[src/rtl/core_pkg.sv]
// Shared definitions for the 8-bit pipelined core: datapath widths,
// the bubble encoding and the fetch entry type carried by the prefetch FIFO.
package core_pkg;
  localparam int ADDR_W = 4;
  localparam int DATA_W = 8;

  localparam logic [DATA_W-1:0] NOP_INSTR = 8'h00;

  typedef struct packed {
    logic [ADDR_W-1:0] pc;
    logic [DATA_W-1:0] instr;
  } fetch_entry_t;
endpackage

[src/rtl/fetch_fifo.sv]
// Show-ahead prefetch FIFO of {pc, instr} entries with synchronous flush.
// The head is a register, so it holds its last value while the FIFO is empty.
module fetch_fifo
  import core_pkg::*;
#(
  parameter int DEPTH = 4,
  localparam int PW = $clog2(DEPTH),
  localparam int CW = PW + 1
) (
  input  logic         clk,
  input  logic         reset,
  input  logic         push,
  input  fetch_entry_t push_data,
  input  logic         pop,
  input  logic         flush,
  output fetch_entry_t head,
  output logic [CW-1:0] count
);

  fetch_entry_t  mem [DEPTH];
  logic [PW-1:0] wr_ptr;
  logic [PW-1:0] rd_ptr;
  logic [PW-1:0] rd_next;
  logic          do_pop;

  assign do_pop  = pop && (count != '0);
  assign rd_next = rd_ptr + PW'(1);

  always_ff @(posedge clk) begin
    if (push && !flush)
      mem[wr_ptr] <= push_data;
  end

  always_ff @(posedge clk or posedge reset) begin
    if (reset) begin
      wr_ptr <= '0;
      rd_ptr <= '0;
      count  <= '0;
      head   <= '{pc: '0, instr: NOP_INSTR};
    end else if (flush) begin
      wr_ptr <= '0;
      rd_ptr <= '0;
      count  <= '0;
    end else begin
      if (push)
        wr_ptr <= wr_ptr + PW'(1);
      if (do_pop)
        rd_ptr <= rd_next;
      case ({push, do_pop})
        2'b10:   count <= count + CW'(1);
        2'b01:   count <= count - CW'(1);
        default: count <= count;
      endcase
      // Head register tracks whichever entry sits at the read pointer after this edge.
      if (push && (count == '0))
        head <= push_data;
      else if (do_pop) begin
        if (count > CW'(1))
          head <= mem[rd_next];
        else if (push)
          head <= push_data;
      end
    end
  end

endmodule

[src/rtl/fetch_prefetch_unit.sv]
// Instruction-fetch front end: owns the PC, issues sequential reads to the
// synchronous instruction memory and buffers returned bytes for decode.
module fetch_prefetch_unit #(
  parameter int ADDR_W = 4,
  parameter int DATA_W = 8,
  parameter int DEPTH  = 4,
  localparam int CW = $clog2(DEPTH) + 1
) (
  input  logic              clk,
  input  logic              reset,
  output logic              imem_req,
  output logic [ADDR_W-1:0] imem_addr,
  input  logic [DATA_W-1:0] imem_rdata,
  input  logic              redirect_valid,
  input  logic [ADDR_W-1:0] redirect_pc,
  output logic              out_valid,
  output logic [DATA_W-1:0] out_instr,
  output logic [ADDR_W-1:0] out_pc,
  input  logic              out_ready,
  output logic [CW-1:0]     fifo_count
);

  logic [ADDR_W-1:0]     pc;
  logic [ADDR_W-1:0]     tag;
  logic                  inflight;
  logic                  kill;
  logic [CW:0]           occ;
  logic                  push;
  logic                  pop;
  core_pkg::fetch_entry_t push_data;
  core_pkg::fetch_entry_t head;

  // Credit check ignores a same-cycle pop, so a slot is always free for the response.
  assign occ      = {1'b0, fifo_count} + (CW+1)'(inflight);
  assign imem_req = !reset && !redirect_valid && (occ < (CW+1)'(DEPTH));
  assign imem_addr = pc;

  assign push      = inflight && !kill;
  assign pop       = out_valid && out_ready;
  assign push_data = '{pc: tag, instr: imem_rdata};

  always_ff @(posedge clk or posedge reset) begin
    if (reset) begin
      pc       <= '0;
      tag      <= '0;
      inflight <= 1'b0;
      kill     <= 1'b0;
    end else begin
      kill     <= redirect_valid && inflight;
      inflight <= imem_req;
      if (redirect_valid)
        pc <= redirect_pc;
      else if (imem_req) begin
        pc  <= pc + ADDR_W'(1);
        tag <= pc;
      end
    end
  end

  fetch_fifo #(.DEPTH(DEPTH)) u_fifo (
    .clk      (clk),
    .reset    (reset),
    .push     (push),
    .push_data(push_data),
    .pop      (pop),
    .flush    (redirect_valid),
    .head     (head),
    .count    (fifo_count)
  );

  assign out_valid = (fifo_count != '0);
  assign out_instr = head.instr;
  assign out_pc    = head.pc;

endmodule
[config.mk]
export PLATFORM = sky130hd
export DESIGN_NAME = fetch_prefetch_unit
export DESIGN_NICKNAME = d
export VERILOG_FILES = /design/src/rtl/core_pkg.sv /design/src/rtl/fetch_fifo.sv /design/src/rtl/fetch_prefetch_unit.sv
export SDC_FILE = /design/constraint.sdc
export NUM_CORES = 1
export LEC_CHECK = 0
export CORE_MARGIN = 2
export CORE_UTILIZATION = 56
export CTS_CLUSTER_DIAMETER = 80
export DETAILED_ROUTE_END_ITERATION = 10
export GPL_TIMING_DRIVEN = 0
export PLACE_DENSITY = 0.79
export SLEW_MARGIN = 20
export SYNTH_ARGS = -nofsm -noshare
export SYNTH_HDL_FRONTEND = slang
export SYNTH_SLANG_ARGS = --single-unit
[constraint.sdc]
create_clock -name clk -period 2.53 [get_ports clk]
set_input_delay 0.506 -clock clk [delete_from_list [all_inputs] [get_ports clk]]
set_output_delay 0.506 -clock clk [all_outputs]
set_load 0.02 [all_outputs]
==> summary.txt <==
Synth
  – Share of synthesized area occupied by flip-flops and latches: 0.647
  – Syn Nets: between 200 and 250
  – Post-synth EDFFs: 48
  – Synth Area per Inst: 16.3 µm²
  – Synth unique cells: 38
  – Yosys warns: 0
  – Seq cells post-synth: a little under 80
  – Post-synth top flop: edfxtp_1
  – Cells after synthesis: around 210
  – Cell area after synthesis: 0.00335 mm²
  – Post-synth ARST share: 0.377

GRT
  – Vias in the first global route: around 1900
  – Pin count of the biggest net entering global routing: 31
  – Tot GR Track Use: 0.206
  – Congestion Overflow GR: 0
  – First-pass GRT wire length: 9.54 mm
  – Initial antenna violation count: 0

Worst setup path
  – Worst stage delay on the critical path: roughly 0.53 ns
  – Required @ worst endpoint: around 2.0 ns
  – Critical path, cell by cell: clkdlybuf4s50_1 -> nor3_2 -> nand2_2 -> inv_2 -> clkbuf_2
  – Critical Path Fanout Max: 9
  – CP endpoint kind: primary output
  – Nature of the critical path startpoint: input pin
  – Worst Path Arrival: 1.84 ns
  – Setup Crit Path Kind: in2out
  – CP top delay family: buffers and inverters
  – WP buf/inv: 3
  – Critical path's slowest cell: clkdlybuf4s50_1

Timing
  – Fmax: approximately 430 MHz
  – Endpoints failing hold: 0
  – Fin. max-slew vios: 0
  – Final period util: 0.926
  – Rel. slew slack: 0.532
  – Layout Skew: about 0.0068 ns
  – WHS: 0.510 ns
  – Min Clock Period, post-route: approximately 2.3 ns
  – Worst-Margin Slew: approximately 0.7 ns
  – # setup viols final: 0
  – RSZ-0062 raised after global routing: no
  – Final setup TNS: 0 ns

Cells and area
  – Nets: around 280
  – Util after Layout: 0.678
  – Commonest cells after routing, fill and taps aside: edfxtp_1 (48), clkdlybuf4s50_1 (34), dfrtp_1 (28)
  – Most common cell after layout, fill and taps aside: edfxtp_1
  – Share of cells above drive strength 1: 0.206
  – Layout area overhead: 18.3%
  – ANT cells: 0

Pwr
  – Switching part of the total power: 0.315
  – Clock network fraction of total power: 0.197
  – Combinational power share: 0.364
  – Pwr dens: between 900 and 1000 mW/mm²
  – Sw Pwr: 1230 µW
  – IR drop worst, VDD: between 0.5 and 0.6 mV
  – Int Power: between 2000 and 3000 µW
  – Static leakage: approximately 0.0015 µW
  – Seq pwr share: 0.440

Route
  – Routed Antenna Nets: 0
  – Final wirelength: 6.10 mm
  – WL/cell: 18.4 µm
  – Post-DR vias/cell: approximately 5.8
  – First drt pass iteration count: 4
  – Final routed DRC violation total: 0
  – Initial DRC count: 185
  – Vias post-DR: 1922

Die
  – Placeable Area: 0.00585 mm²
  – Chip Height: about 81 µm
  – # IOs: 37
  – Die area: between 0.006 and 0.007 mm²
  – Num rows: 28
  – Initial Util: 0.573
  – Die W: between 80 and 90 µm

Run
  – Max-cap violations: 0

Place
  – IO buf count: 36
  – Post-DP HPWL: around 3.9 mm
  – GPL Wtd Cong: 0.751

Clock network
  – CTS tree: done
  – Clock sink total: a little under 80
  – Maximum root-to-sink buffer count: 2
  – Clock-pin slew on the worst setup and hold paths: about 0.070 ns
  – Worst skew pair latency: 0.34 ns
  – Root buffer cell: clkbuf_8
  – Total CTS buffers: 9
  – H-tree depth: 3

Status
  – Status: complete, no violations

Worst hold path
  – Worst Hold Class: reg2reg
## worst reg2reg max path: cells and delay by family (launching register included)
kind	cells	cell delay [ns]
simple gates	1	0.06
fa+ha+maj	1	0.20
mux	1	0.37
flops	1	0.44
buf+inv	3	0.59
compound gates	2	0.41
## repair_timing
item / 4_1_cts / 5_1_grt
cloned: 0 / 0
buffers inserted: 0 / 0
hold buffers: 0 / 0
endpoints found under the hold margin: 0 / 0
endpoints found under the setup margin: 2 / 2
resized for setup: 4 / 3
## cells by family after synthesis
group | synth area share
AOI/OAI and AO/OA | 0.0373
xor gates and xnor gates | 0.0157
adders and majority gates | 0.0336
buffers and inverters | 0.0265
DFF | 0.647
muxes | 0.177
and+or+nand+nor | 0.0631
## synthesized netlist by cell type (2+ instances only)
| library cell | number | area, µm² |
|---|---|---|
| and3_1 | 5 | 31.3 |
| nor3b_1 | 2 | 15.0 |
| mux2_2 | 14 | 158 |
| buf_2 | 2 | 10.0 |
| nand2b_1 | 2 | 12.5 |
| nand2_1 | 17 | 63.8 |
| xnor2_1 | 4 | 35.0 |
| xor2_1 | 2 | 17.5 |
| mux4_2 | 8 | 180 |
| ha_1 | 9 | 113 |
| o21ai_0 | 3 | 15.0 |
| a31oi_1 | 2 | 12.5 |
| o311a_1 | 2 | 20.0 |
| a221o_1 | 3 | 30.0 |
| mux2_4 | 10 | 150 |
| nor3_1 | 4 | 20.0 |
| inv_1 | 9 | 33.8 |
| a21oi_1 | 2 | 10.0 |
| mux4_1 | 4 | 105 |
| dfrtp_1 | 29 | 726 |
| nor2_1 | 5 | 18.8 |
| nand3_1 | 4 | 20.0 |
| edfxtp_1 | 48 | 1440 |
## routing by layer
layer  GRT usage  part of all wire
met5           0                 0
met4      0.0932             0.015
met3      0.0533             0.048
met2       0.331              0.48
met1       0.262              0.45
## through the flow
stage / total power, µW / area [µm²] / std cells / setup WS, ns
final: 3910 / 3970 / 332 / 0.186
after global routing: 4110 / 3970 / 332 / 0.0926
after CTS: 3940 / 3970 / 332 / 0.0114
after detailed placement: 3180 / 3800 / 316 / -0.349
after global placement: 3130 / 3800 / 316 / -0.342
after floorplan: 2670 / 3350 / 205 / 0.417
## final cells by class
cell class | instances | area (µm²)
buffer | 7 | 51.3
clock buffer | 13 | 139
clock inverter | 3 | 15.0
fill | 415 | 1890
inverter | 10 | 37.5
multi-input combinational | 111 | 1100
sequential | 77 | 2170
tap | 75 | 93.8
timing repair buffer | 36 | 358
## power by group through the flow
stage	Clock, µW	Sequential, µW	Combinational (µW)
2_1_floorplan	0	1850	816
3_3_place_gp	0	1730	1400
3_5_place_dp	0	1740	1430
4_1_cts	780	1720	1440
5_1_grt	830	1750	1530
6_report	769	1720	1420
## path summary, 6_finish.rpt
check                           startpoint               to  slack [ns]  cells past startpoint
max reg2reg                u_fifo.count[1]  u_fifo.head[10]        0.36                      8
min in group asynchronous            reset         inflight        0.64                      2
max in group asynchronous            reset  u_fifo.count[0]        1.43                      2
max                         redirect_valid         imem_req        0.19                      5
min                         u_fifo.head[7]   u_fifo.head[7]        0.51                      1
min reg2reg                 u_fifo.head[7]   u_fifo.head[7]        0.51                      1
## registers in the layout, indices dropped and copies added (netlist names)
register,cells
imem_addr,4
inflight,1
kill,1
tag,4
u_fifo.count,3
u_fifo.head,12
u_fifo.mem,48
u_fifo.rd_ptr,2
u_fifo.wr_ptr,2
(Power assumes the default switching activity.)
